[config.mk]
export PLATFORM = sky130hd
export DESIGN_NAME = lc4_div_iter
export DESIGN_NICKNAME = d
export VERILOG_FILES = /design/src/rtl/lc4_div_pkg.sv /design/src/rtl/cla16.sv /design/src/rtl/lc4_div_iter.sv
export SDC_FILE = /design/constraint.sdc
export NUM_CORES = 1
export LEC_CHECK = 0
export BUFFER_PORTS_ARGS = -buffer_cell sky130_fd_sc_hd__buf_2
export CORE_ASPECT_RATIO = 1.1
export CORE_MARGIN = 2
export CORE_UTILIZATION = 30
export CTS_CLUSTER_DIAMETER = 50
export CTS_CLUSTER_SIZE = 20
export DETAILED_ROUTE_END_ITERATION = 10
export GPL_TIMING_DRIVEN = 0
export PLACE_DENSITY = 0.51
export SLEW_MARGIN = 20
export SYNTH_ARGS = -nofsm -noshare
export SYNTH_HDL_FRONTEND = slang
export SYNTH_SLANG_ARGS = --single-unit
[constraint.sdc]
create_clock -name clk -period 2.8 [get_ports clk]
set_input_delay 0.56 -clock clk [delete_from_list [all_inputs] [get_ports clk]]
set_output_delay 0.56 -clock clk [all_outputs]
set_load 0.01 [all_outputs]
[src/rtl/lc4_div_pkg.sv]
`default_nettype none
// ============================================================================
// Module   : lc4_div_pkg
// Purpose  : Shared constants and FSM state type for the LC4 iterative
//            divider.
// Revision : 1.0 - initial release
// ============================================================================
package lc4_div_pkg;

  // Operand width; the trial subtractor is a fixed 16-bit adder.
  localparam int W     = 16;
  // Iteration counter width; must hold the value W.
  localparam int CNT_W = 5;

  typedef enum logic [1:0] {
    DIV_IDLE = 2'd0,
    DIV_RUN  = 2'd1,
    DIV_DONE = 2'd2
  } div_state_e;

endpackage : lc4_div_pkg
`default_nettype wire

[src/rtl/cla16.sv]
`default_nettype none
// ============================================================================
// Module   : cla16
// Purpose  : 16-bit carry-lookahead adder (4 groups of 4 bits, group-level
//            lookahead). No carry out; callers rebuild it from bit 15.
// Revision : 1.0 - initial release
// ============================================================================
module cla16 (
  input  logic [15:0] a_i,
  input  logic [15:0] b_i,
  input  logic        cin_i,
  output logic [15:0] sum_o
);

  logic [15:0] p;
  logic [15:0] g;
  logic [15:0] c;
  logic [3:0]  cg;   // carry into each 4-bit group
  logic [2:0]  gg;   // group generate (top group not needed)
  logic [2:0]  gp;   // group propagate (top group not needed)

  assign p = a_i ^ b_i;
  assign g = a_i & b_i;

  // Group generate/propagate for the three groups feeding a lookahead carry.
  for (genvar j = 0; j < 3; j++) begin : g_lk
    assign gp[j] = &p[4*j +: 4];
    assign gg[j] = g[4*j+3]
                 | (p[4*j+3] & g[4*j+2])
                 | (p[4*j+3] & p[4*j+2] & g[4*j+1])
                 | (p[4*j+3] & p[4*j+2] & p[4*j+1] & g[4*j]);
  end

  // Flattened lookahead across groups.
  assign cg[0] = cin_i;
  assign cg[1] = gg[0] | (gp[0] & cin_i);
  assign cg[2] = gg[1] | (gp[1] & gg[0]) | (gp[1] & gp[0] & cin_i);
  assign cg[3] = gg[2] | (gp[2] & gg[1]) | (gp[2] & gp[1] & gg[0])
               | (gp[2] & gp[1] & gp[0] & cin_i);

  // Per-bit lookahead carries inside each group.
  for (genvar j = 0; j < 4; j++) begin : g_grp
    assign c[4*j]   = cg[j];
    assign c[4*j+1] = g[4*j] | (p[4*j] & cg[j]);
    assign c[4*j+2] = g[4*j+1] | (p[4*j+1] & g[4*j])
                    | (p[4*j+1] & p[4*j] & cg[j]);
    assign c[4*j+3] = g[4*j+2] | (p[4*j+2] & g[4*j+1])
                    | (p[4*j+2] & p[4*j+1] & g[4*j])
                    | (p[4*j+2] & p[4*j+1] & p[4*j] & cg[j]);
  end

  assign sum_o = p ^ c;

endmodule : cla16
`default_nettype wire

[src/rtl/lc4_div_iter.sv]
`default_nettype none
// ============================================================================
// Module   : lc4_div_iter
// Purpose  : Multi-cycle unsigned 16-bit restoring divider (DIV/MOD) for the
//            LC4 ALU. One quotient bit per cycle; the trial subtraction is a
//            single cla16 computing s + ~d + 1.
// Revision : 1.0 - initial release
// ============================================================================
module lc4_div_iter #(
  parameter int W     = lc4_div_pkg::W,     // only 16 is legal (cla16 width)
  parameter int CNT_W = lc4_div_pkg::CNT_W
) (
  input  logic         clk,
  input  logic         rst_n,
  input  logic         i_start,
  input  logic [W-1:0] i_dividend,
  input  logic [W-1:0] i_divisor,
  output logic         o_ready,
  output logic         o_valid,
  output logic [W-1:0] o_quotient,
  output logic [W-1:0] o_remainder
);

  import lc4_div_pkg::*;

  div_state_e       state_q, state_d;
  logic [CNT_W-1:0] cnt_q;
  logic [W-1:0]     q_q;      // working quotient / remaining dividend bits
  logic [W-1:0]     r_q;      // working partial remainder
  logic [W-1:0]     d_q;      // latched divisor
  logic [W-1:0]     quot_q;
  logic [W-1:0]     rem_q;

  logic             accept;
  logic             div_zero;
  logic             last;
  logic [W-1:0]     s;
  logic [W-1:0]     nd;
  logic [W-1:0]     t;
  logic             top;
  logic             c15;
  logic             cout;
  logic             ge;
  logic [W-1:0]     r_next;
  logic [W-1:0]     q_next;

  assign o_ready  = (state_q != DIV_RUN);
  assign o_valid  = (state_q == DIV_DONE);
  assign accept   = i_start & o_ready;
  assign div_zero = (i_divisor == '0);
  assign last     = (cnt_q == CNT_W'(W - 1));

  // Shift the next dividend bit into the partial remainder; the bit shifted
  // out of r widens the comparison to 17 bits.
  assign s   = {r_q[W-2:0], q_q[W-1]};
  assign top = r_q[W-1];
  assign nd  = ~d_q;

  cla16 u_sub (
    .a_i   (s),
    .b_i   (nd),
    .cin_i (1'b1),
    .sum_o (t)
  );

  // Recover the adder's carry out from its MSB sum bit.
  assign c15  = t[W-1] ^ s[W-1] ^ nd[W-1];
  assign cout = (s[W-1] & nd[W-1]) | (s[W-1] & c15) | (nd[W-1] & c15);
  assign ge   = top | cout;

  assign r_next = ge ? t : s;
  assign q_next = {q_q[W-2:0], ge};

  // FSM state register.
  always_ff @(posedge clk or negedge rst_n) begin
    if (!rst_n) begin
      state_q <= DIV_IDLE;
    end else begin
      state_q <= state_d;
    end
  end

  // Next-state logic; DONE behaves like IDLE for a new request.
  always_comb begin
    state_d = state_q;
    case (state_q)
      DIV_IDLE, DIV_DONE: begin
        if (accept) begin
          state_d = div_zero ? DIV_DONE : DIV_RUN;
        end else begin
          state_d = DIV_IDLE;
        end
      end
      DIV_RUN: begin
        if (last) begin
          state_d = DIV_DONE;
        end
      end
      default: state_d = DIV_IDLE;
    endcase
  end

  // Working datapath: load on accept, one restoring step per RUN cycle.
  always_ff @(posedge clk or negedge rst_n) begin
    if (!rst_n) begin
      q_q   <= '0;
      r_q   <= '0;
      d_q   <= '0;
      cnt_q <= '0;
    end else if (accept) begin
      q_q   <= i_dividend;
      r_q   <= '0;
      d_q   <= i_divisor;
      cnt_q <= '0;
    end else if (state_q == DIV_RUN) begin
      q_q   <= q_next;
      r_q   <= r_next;
      cnt_q <= cnt_q + 1'b1;
    end
  end

  // Result registers change only on the edge that enters DONE.
  always_ff @(posedge clk or negedge rst_n) begin
    if (!rst_n) begin
      quot_q <= '0;
      rem_q  <= '0;
    end else if (accept && div_zero) begin
      quot_q <= '0;
      rem_q  <= '0;
    end else if ((state_q == DIV_RUN) && last) begin
      quot_q <= q_next;
      rem_q  <= r_next;
    end
  end

  assign o_quotient  = quot_q;
  assign o_remainder = rem_q;

endmodule : lc4_div_iter
`default_nettype wire

==> reports/metrics.yaml, run 1 <==
status: "finished clean"
synthTopCellsByArea: "dfrtp_1 (50%), mux2i_1 (5.5%), ha_1 (5.1%), mux2_2 (5.1%), nand2_1 (4.6%)"
core_sq_mm: 0.01433
r2r-start: "q_q[15]$_DFFE_PN0P_"
finClkSkew_ns: 0.009862
min_period_ns: 2.694
avgViaCountPerCell: 4.891
initial_utilization: 0.3057
postLayoutCoreUtil: 0.3758
setup_violations: 0
syn_nets: 473
maxSlewViolCount: 0
reg2reg_slack_ns: 0.11
drtIter0Drc: 170
hp-class: "in2async"
synth_top_area_share: 0.4970
grt_max_degree: 59
static-leakage-power_uw: 0.002530
ff2ff_path_depth: 10
fin_cells: 697
max_freq_mhz: 371.2
avgSynthCellArea_sq_um: 10.50
dieWidth_um: 119.2
rows: 46
syn2layout_area_growth_pct: 22.94
num_vias: 3409
clk_latency_ns: 0.35
dr.pass1.iters: 4
syn_inst: 417
avgRoutedWirePerCell_um: 16.01
peakVddDrop_v: 0.0004569
final_common_cell: "dfrtp_1"
n_antenna_cell: 0
synth_edf_count: 0
track_usage: 0.1520
grt_pass1_wl_mm: 18.43
cts.clk_slew.worst_paths_ns: 0.07
ys_types: 48
cts_sinks: 87
fp.dieH_um: 130.7
cts_tree: "done"
clockBufferDepth: 2
nFillCells: 1455
crit_start: "q_q[15]$_DFFE_PN0P_"
antenna_found_initial: 0
fp.dieArea_sq_mm: 0.01559
arrival_ns: 2.90
postCtsHoldBufs: 0
drc: 0
final_net_count: 556
hpwl_mm: 8.072
synth_area_sq_mm: 0.004380
fin_ws_ns: 0.1060
ys_seq_area_frac: 0.4970
wirelength_mm: 11.16
ios: 69
ys.flop_type: "dfrtp_1"
grt_pass1_vias: 3567
timing.hold.ws_ns: 0.08302
yosys.area.top_type: "dfrtp_1"
root_buffer: "clkbuf_16"
port-buffer-count: 68
mostFrequentLayoutCells: "dfrtp_1 (87), buf_2 (67), nand2_1 (54), o21ai_0 (38)"
powerDensity_mw_per_mm2: 1429
regToRegEndpoint: "o_remainder[13]$_DFFE_PN0P_"
drv_cap: 0
dp.cells: 678
crit_required_ns: 3.01
startpoint_type: "register"
period_share: 0.9621
crit_end: "o_remainder[13]$_DFFE_PN0P_"
ys_warn_count: 0
hold_viol_final: 0
overflow: 0
gp_congestion: 0.8777
critPathKind: "reg2reg"
pre_cts_ws_ns: -0.2334
drive_gt1_frac: 0.2297
crit_fanout: 10
ys_async_sr_fraction: 1.000
h-tree-depth: 3
tightest_slew_ns: 0.6994
cts_inserted_buffers: 9
maxSlewHeadroom: 0.5337
rsz0062_at_grt: "false"
ant_nets: 0
synth-seq-cells: 87
crit_path_end_kind: "register"
-- final cells by class --
type,instances,area (sq um),area share
Clock inverter,5,80.08,0.01487
Sequential cell,87,2177,0.4043
Multi-Input combinational cell,286,2053,0.3813
Timing Repair Buffer,72,409.1,0.07598
Buffer,19,78.83,0.01464
Clock buffer,11,252.7,0.04693
Tap cell,192,240.2,0.04461
Inverter,25,93.84,0.01743
-- repair_timing --
action / in CTS / in global routing
setup buffers: 2 / 1
pin swaps: 2 / 2
setup endpoints to repair: 30 / 15
resized for setup: 0 / 6
cloned: 0 / 0
-- cell families (layout without fill, tap and decap cells) --
kind of cell | Yosys count | in the layout | share of synthesized area
AO/OA/AOI/OAI | 110 | 110 | 0.1622
AND/OR/NAND/NOR | 95 | 95 | 0.09683
flip-flops | 87 | 87 | 0.4970
multiplexers | 45 | 45 | 0.1088
buffers and inverters | 44 | 132 | 0.03942
adder cells (fa/ha/maj) | 23 | 23 | 0.06970
XOR/XNOR | 13 | 13 | 0.02599
-- how the worst min path moves through the flow --
stage | startpoint | end | slack, ns | depth (start not counted)
after floorplan | rst_n | cnt_q[0]$_DFFE_PN0P_ | 0.26 | 0
after global placement | o_quotient[0]$_DFFE_PN0P_ | o_quotient[0]$_DFFE_PN0P_ | 0.46 | 2
after detailed placement | rst_n | o_quotient[11]$_DFFE_PN0P_ | 0.46 | 1
after CTS | rst_n | q_q[9]$_DFFE_PN0P_ | 0.08 | 1
after global routing | rst_n | q_q[9]$_DFFE_PN0P_ | 0.10 | 1
final | rst_n | o_quotient[10]$_DFFE_PN0P_ | 0.08 | 1
-- metal layers --
layer | share of wire | global-route usage | up-vias
met4 | 0.022 | 0.06092 | 0
met5 | 0 | 0 | -
li1 | - | - | 1656
met1 | 0.46 | 0.1932 | 1649
met3 | 0.038 | 0.02734 | 20
met2 | 0.48 | 0.2586 | 84
-- flip-flops by register name, summed over array words and instances, names as in the netlist --
signal and cells:
o_quotient 16, d_q 16, q_q 16, r_q 16, cnt_q 5, o_remainder 16, state_q 2
-- where the power goes --
part           internal [uW]  switching [uW]
sequential              1880             421
combinational           1830            2230
clock                    829             512
total                   4540            3160
-- through the flow --
step	area, sq um	TNS (ns)	total power [uW]
2_1_floorplan	4380	0	5109
3_3_place_gp	4961	-2.724	6079
3_5_place_dp	4995	-3.996	6202
4_1_cts	5355	0	7691
5_1_grt	5385	0	8396
6_report	5385	0	7696
-- cells in the mapped netlist (3+ instances only) --
cell	n
a21o_1	3
o21a_1	3
nand2b_1	3
a22o_1	16
ha_1	18
inv_1	23
clkbuf_1	16
a31oi_1	3
xor2_1	4
nand2_1	54
dfrtp_1	87
a21oi_1	10
mux2i_1	24
mux2_2	20
nor3_1	3
xnor2_1	9
nor2_1	4
nand3_1	19
o21ai_0	40
o21ai_1	16
fa_1	3
nor4_1	4
-- critical path: stages, from the launching register on --
cell and delay (ns):
dfrtp_1 0.40, inv_1 0.11, ha_4 0.28, o21ai_2 0.09, a221o_1 0.44, o211a_1 0.29, o31ai_4 0.22, buf_12 0.17
buf_6 0.17, mux2i_1 0.27, o21ai_1 0.10
Note: power is estimated with default switching activity, not from simulation.
==> inputs of run 2 (changes only) <==
--- a/config.mk
+++ b/config.mk
@@ -7,7 +7,7 @@
 export LEC_CHECK = 0
 export BUFFER_PORTS_ARGS = -buffer_cell sky130_fd_sc_hd__buf_2
 export CORE_ASPECT_RATIO = 1.1
-export CORE_MARGIN = 2
+export CORE_MARGIN = 4
 export CORE_UTILIZATION = 30
 export CTS_CLUSTER_DIAMETER = 50
 export CTS_CLUSTER_SIZE = 20
==> run 2 against run 1 <==
Sequential cell count unchanged. Highest routed layer unchanged. Largest power group unchanged. Critical path type unchanged. Register-to-register slack barely moved. Non-clock buffer count grew 5.
==> reports/metrics.yaml, run 2 (synthesis results as in run 1) <==
h-tree-depth: 3  # unchanged
drv_cap: 0  # unchanged
cts_tree: "done"  # unchanged
drive_gt1_frac: 0.2451  # was 0.2297
ios: 69  # unchanged
drc: 0  # unchanged
fp.dieH_um: 134.7  # was 130.7 um
multiInputGateArea_sq_mm: 0.002071  # was 0.002053 sq mm
hold_viol_final: 0  # unchanged
avgRoutedWirePerCell_um: 16.04  # was 16.01 um
maxSlewViolCount: 0  # unchanged
max_freq_mhz: 372.4  # was 371.2 MHz
peakVddDrop_v: 0.0005897  # was 0.0004569 V
root_buffer: "clkbuf_16"  # unchanged
power_uw: 7687  # was 7696 uW
setup_violations: 0  # unchanged
static-leakage-power_uw: 0.002518  # was 0.002530 uW
core_sq_mm: 0.01439  # was 0.01433 sq mm
postLayoutCoreUtil: 0.3740  # was 0.3758
fin_area_sq_mm: 0.005381  # was 0.005385 sq mm
period_share: 0.9590  # was 0.9621
postCtsHoldBufs: 0  # unchanged
rsz0062_at_grt: "true"  # was false
nFillCells: 1480  # was 1455
timing.hold.ws_ns: 0.1039  # was 0.08302 ns
min_period_ns: 2.685  # was 2.694 ns
port-buffer-count: 68  # unchanged
antenna_found_initial: 0  # unchanged
grt_max_degree: 52  # was 59
cp_common_cell: "buf_6"
avgViaCountPerCell: 4.832  # was 4.891
drtIter0Drc: 212  # was 170
cp_slowest_stage_delay_ns: 0.43  # was 0.44 ns
fp.dieArea_sq_mm: 0.01660  # was 0.01559 sq mm
arrival_ns: 2.89  # was 2.90 ns
rows: 46  # unchanged
clk_latency_ns: 0.35  # about the same
ant_nets: 0  # unchanged
crit_path_end_kind: "register"  # unchanged
critPathKind: "reg2reg"  # unchanged
mostFrequentLayoutCells: "dfrtp_1 (87), buf_2 (67), nand2_1 (54), o21ai_0 (32), inv_1 (23)"  # was dfrtp_1 (87), buf_2 (67), nand2_1 (54), o21ai_0 (38)
powerDensity_mw_per_mm2: 1428  # was 1429 mW/mm^2
final_common_cell: "dfrtp_1"  # unchanged
seqCellArea_sq_mm: 0.002177  # unchanged
startpoint_type: "register"  # unchanged
cts_inserted_buffers: 9  # unchanged
syn2layout_area_growth_pct: 22.85  # was 22.94%
tightest_slew_ns: 0.8089  # was 0.6994 ns
crit_required_ns: 3.00  # was 3.01 ns
hpwl_mm: 8.408  # was 8.072 mm
num_vias: 3392  # was 3409
crit_fanout: 10  # unchanged
grt_pass1_wl_mm: 18.48  # was 18.43 mm
wirelength_mm: 11.26  # was 11.16 mm
maxSlewHeadroom: 0.4558  # was 0.5337
dpl_cell_area_sq_mm: 0.004995  # unchanged
track_usage: 0.1438  # was 0.1520
final_net_count: 561  # was 556
finClkSkew_ns: 0.01033  # was 0.009862 ns
n_antenna_cell: 0  # unchanged
initial_utilization: 0.3044  # was 0.3057
cts_sinks: 87  # unchanged
grt_pass1_vias: 3571  # was 3567
crit_chain: "inv_1 > ha_1 > o21ai_2 > a221o_1 > o211a_1 > o31ai_4 > buf_6 > buf_6 > mux2i_2 > o21ai_1"  # was inv_1 > ha_4 > o21ai_2 > a221o_1 > o211a_1 > o31ai_4 > buf_12 > buf_6 > mux2i_1 > o21ai_1
clockBufferDepth: 2  # unchanged
cts.clk_slew.worst_paths_ns: 0.07  # about the same
hp-class: "in2async"  # unchanged
gp_congestion: 0.8392  # was 0.8777
status: "finished clean"  # unchanged
slowest_stage: "a221o_1"  # unchanged
overflow: 0  # unchanged
dieWidth_um: 123.2  # was 119.2 um
dr.pass1.iters: 4  # unchanged
run 2: cell type report:
| type | instances | area share |
|---|---|---|
| Buffer | 19 | 0.01465 |
| Clock buffer | 10 | 0.04255 |
| Clock inverter | 6 | 0.008603 |
| Inverter | 25 | 0.01744 |
| Multi-Input combinational cell | 286 | 0.3848 |
| Sequential cell | 87 | 0.4046 |
| Tap cell | 192 | 0.04464 |
| Timing Repair Buffer | 77 | 0.08277 |
run 2: final timing paths:
kind / from / to / slack (ns) / depth (start not counted)
worst max-delay path: q_q[15]$_DFFE_PN0P_ / o_remainder[5]$_DFFE_PN0P_ / 0.11 / 10
worst min-delay path: rst_n / d_q[1]$_DFFE_PN0P_ / 0.10 / 1
worst max register to register: q_q[15]$_DFFE_PN0P_ / o_remainder[5]$_DFFE_PN0P_ / 0.11 / 10
worst min register to register: o_remainder[1]$_DFFE_PN0P_ / o_remainder[1]$_DFFE_PN0P_ / 0.48 / 2
max in group asynchronous: rst_n / o_quotient[7]$_DFFE_PN0P_ / 2.12 / 2
min in group clk: i_divisor[1] / d_q[1]$_DFFE_PN0P_ / 0.46 / 2
run 2: repair_timing:
action / CTS / global route
gates cloned: 0 / 0
pin swaps: 1 / 5
setup endpoints to repair: 27 / 23
buffers inserted: 5 / 3
resized for setup: 0 / 20
run 2: per-stage QoR:
| stage | setup WS, ns | TNS (ns) | instances |
|---|---|---|---|
| global placement | -0.1756 | -2.238 | 677 |
| finish | 0.1147 | 0 | 702 |
| CTS | 0.03829 | 0 | 699 |
| floorplan | 0.3462 | 0 | 417 |
| global route | -0.02947 | -0.1537 | 702 |
| detailed placement | -0.2207 | -3.248 | 678 |
run 2: worst max-delay path, delay by kind of cell (launching register included):
family / cells / cell delay [ns]
flip-flops: 1 / 0.38
buffers and inverters: 3 / 0.41
AO/OA/AOI/OAI: 5 / 1.17
adder cells (fa/ha/maj): 1 / 0.31
multiplexers: 1 / 0.28
run 2: power by group:
group	internal (uW)	leakage, uW	switching, uW	total [uW]
Sequential	1880	0.00105	448	2330
Combinational	1980	0.00134	2250	4230
Clock	606	0.000129	518	1120
Total	4470	0.00252	3220	7690
run 2: layer usage:
metal / up-vias / GRT usage / routed length [um]
li1: 1668 / - / -
met2: 70 / 0.2224 / 5245
met4: 0 / 0.03815 / 131
met1: 1643 / 0.1994 / 5318
met3: 11 / 0.03854 / 567
met5: - / 0 / 0
==> inputs of run 3 (changes only) <==
--- a/config.mk
+++ b/config.mk
@@ -9,10 +9,12 @@
 export CORE_ASPECT_RATIO = 1.1
 export CORE_MARGIN = 4
 export CORE_UTILIZATION = 30
+export CTS_BUF_LIST = sky130_fd_sc_hd__clkbuf_8
 export CTS_CLUSTER_DIAMETER = 50
 export CTS_CLUSTER_SIZE = 20
 export DETAILED_ROUTE_END_ITERATION = 10
 export GPL_TIMING_DRIVEN = 0
+export HOLD_SLACK_MARGIN = 0.12
 export PLACE_DENSITY = 0.51
 export SLEW_MARGIN = 20
 export SYNTH_ARGS = -nofsm -noshare
==> constraint.sdc (replaced) <==
create_clock -name clk -period 2.8 [get_ports clk]
set_input_delay 0.56 -clock clk [delete_from_list [all_inputs] [get_ports clk]]
set_output_delay 0.56 -clock clk [all_outputs]
set_load 0.02 [all_outputs]
==> run 3 against run 2 <==
Design area fell by 1.5%. Die area did not move. Sequential cell count did not move. Via count rose by 0.12%. Core utilization fell by 0.57 points. Register-to-register slack barely moved. Count of clock-buffer cells in the layout fell by 1. Hold slack improved by 0.32 ns. Combinational power rose by 4%. Non-clock buffer count rose by 1. Clock skew rose by 0.0042 ns. Largest cell class unchanged.
==> reports/metrics.yaml, run 3 (synthesis results as in run 1) <==
status: "finished clean"  # unchanged
crit_fanout: 5  # was 10
root_buffer: "clkbuf_8"  # was clkbuf_16
ios: 69  # unchanged
maxSlewHeadroom: 0.4566  # was 0.4558
postLayoutCoreUtil: 0.3683  # was 0.3740
hpwl_mm: 8.408  # unchanged
drive_gt1_frac: 0.2466  # was 0.2451
arrival_ns: 2.98  # was 2.89 ns
rsz0062_at_grt: "true"  # unchanged
grt_pass1_vias: 3564  # was 3571
fp.dieH_um: 134.7  # unchanged
peakVddDrop_v: 0.0006046  # was 0.0005897 V
timing.hold.ws_ns: 0.4252  # was 0.1039 ns
slowest_stage: "a221o_1"  # unchanged
crit_start: "r_q[0]$_DFFE_PN0P_"  # was q_q[15]$_DFFE_PN0P_
gp_congestion: 0.8392  # unchanged
cts_tree: "done"  # unchanged
p_clk_frac: 0.107  # was 0.146
combPwrFrac: 0.583  # was 0.550
clk_latency_ns: 0.38  # was 0.35 ns
crit_required_ns: 3.09  # was 3.00 ns
cts_sinks: 87  # unchanged
port-buffer-count: 68  # unchanged
finClkSkew_ns: 0.01453  # was 0.01033 ns
track_usage: 0.1438  # about the same
max_freq_mhz: 372.6  # was 372.4 MHz
nFillCells: 1487  # was 1480
wirelength_mm: 11.25  # was 11.26 mm
cp_num_buf_inv: 2  # was 3
clockBufferDepth: 2  # unchanged
n_antenna_cell: 0  # unchanged
fin_area_sq_mm: 0.005300  # was 0.005381 sq mm
crit_path_end_kind: "register"  # unchanged
hold_viol_final: 0  # unchanged
drc: 0  # unchanged
cp_slowest_stage_delay_ns: 0.43  # about the same
dr.pass1.iters: 4  # unchanged
r2r-start: "r_q[0]$_DFFE_PN0P_"  # was q_q[15]$_DFFE_PN0P_
ant_nets: 0  # unchanged
period_share: 0.9585  # was 0.9590
critPathKind: "reg2reg"  # unchanged
hp-class: "in2reg"  # was in2async
setup_violations: 0  # unchanged
switching_share: 0.4441  # was 0.4191
core_sq_mm: 0.01439  # unchanged
avgRoutedWirePerCell_um: 16.00  # was 16.04 um
startpoint_type: "register"  # unchanged
overflow: 0  # unchanged
syn2layout_area_growth_pct: 20.99  # was 22.85%
powerDensity_mw_per_mm2: 1421  # was 1428 mW/mm^2
grt_pass1_wl_mm: 18.49  # was 18.48 mm
avgViaCountPerCell: 4.831  # was 4.832
maxSlewViolCount: 0  # unchanged
final_net_count: 562  # was 561
tns_ns: 0  # unchanged
mostFrequentLayoutCells: "dfrtp_1 (86), buf_2 (67), nand2_1 (54), o21ai_0 (33), inv_1 (24)"  # was dfrtp_1 (87), buf_2 (67), nand2_1 (54), o21ai_0 (32), inv_1 (23)
antenna_found_initial: 0  # unchanged
min_period_ns: 2.684  # was 2.685 ns
fp.dieArea_sq_mm: 0.01660  # unchanged
critPathTopFamily: "compound AO/OA/AOI/OAI gates"  # unchanged
dpl_cell_area_sq_mm: 0.004995  # unchanged
drv_cap: 0  # unchanged
drtIter0Drc: 197  # was 212
h-tree-depth: 3  # unchanged
initial_utilization: 0.3044  # unchanged
cts_inserted_buffers: 9  # unchanged
dieWidth_um: 123.2  # unchanged
final_common_cell: "dfrtp_1"  # unchanged
rows: 46  # unchanged
min-delay-start: "i_divisor[1]"
cts.clk_slew.worst_paths_ns: 0.09  # was 0.07 ns
num_vias: 3396  # was 3392
crit_chain: "ha_1 > o21ai_2 > a221o_1 > o211a_1 > o31ai_4 > buf_6 > buf_4 > mux2_2 > o21ai_0"  # was inv_1 > ha_1 > o21ai_2 > a221o_1 > o211a_1 > o31ai_4 > buf_6 > buf_6 > mux2i_2 > o21ai_1
internal_power_uw: 4187  # was 4465 uW
seqPwrFrac: 0.310  # was 0.303
p_switching_uw: 3345  # was 3221 uW
static-leakage-power_uw: 0.002478  # was 0.002518 uW
tightest_slew_ns: 0.8077  # was 0.8089 ns
grt_max_degree: 52  # unchanged
## run 3: worst paths after layout
| path | end | slack, ns | cells after the start |
|---|---|---|---|
| min | d_q[1]$_DFFE_PN0P_ | 0.43 | 2 |
| max | o_remainder[4]$_DFFE_PN0P_ | 0.12 | 9 |
| min reg2reg | o_remainder[1]$_DFFE_PN0P_ | 0.49 | 2 |
| max reg2reg | o_remainder[4]$_DFFE_PN0P_ | 0.12 | 9 |
| max in group asynchronous | r_q[14]$_DFFE_PN0P_ | 1.59 | 3 |
| min in group asynchronous | d_q[1]$_DFFE_PN0P_ | 0.65 | 2 |
## run 3: per-layer routing
metal / share of wire / track usage
met1: 0.48 / 0.2018
met2: 0.46 / 0.2203
met3: 0.045 / 0.02681
met4: 0.016 / 0.05477
met5: 0 / 0
## run 3: worst reg2reg max path, cell delays in order (launching register included)
cell and delay (ns):
dfrtp_1 0.41, ha_1 0.34, o21ai_2 0.11, a221o_1 0.43, o211a_1 0.30, o31ai_4 0.26
buf_6 0.16, buf_4 0.11, mux2_2 0.34, o21ai_0 0.16
## run 3: what timing repair did
action                     4_1_cts  5_1_grt
resized for setup                0       20
gates cloned                     0        0
setup endpoints to repair       27       23
hold endpoints to repair        36        0
pin swaps                        1        5
hold buffers                     1        0
setup buffers                    5        3
## run 3: power by group through the flow
stage,sequential [uW],clock (uW),combinational (uW)
after floorplan,2460,0,2800
after global placement,2320,0,3940
after detailed placement,2340,0,4040
after CTS,2320,836,4180
after global routing,2410,893,4930
final,2330,807,4390
## run 3: layout make-up
cell class              instances  area (sq um)  area share
multi-input cells             286          2079      0.3924
clock buffers                   9         123.9     0.02337
plain buffers                  19         78.83     0.01487
flip-flops and latches         87          2178      0.4110
well taps                     192         240.2     0.04533
inverters                      25         93.84     0.01771
repair buffers                 78         455.4     0.08593
clock inverters                 7         50.05    0.009443
## run 3: through the flow
stage	power, uW	cells	worst slack (ns)
2_1_floorplan	5265	417	0.3408
3_3_place_gp	6254	677	-0.1756
3_5_place_dp	6379	678	-0.2207
4_1_cts	7337	700	0.03189
5_1_grt	8235	703	-0.01253
6_report	7533	703	0.1163
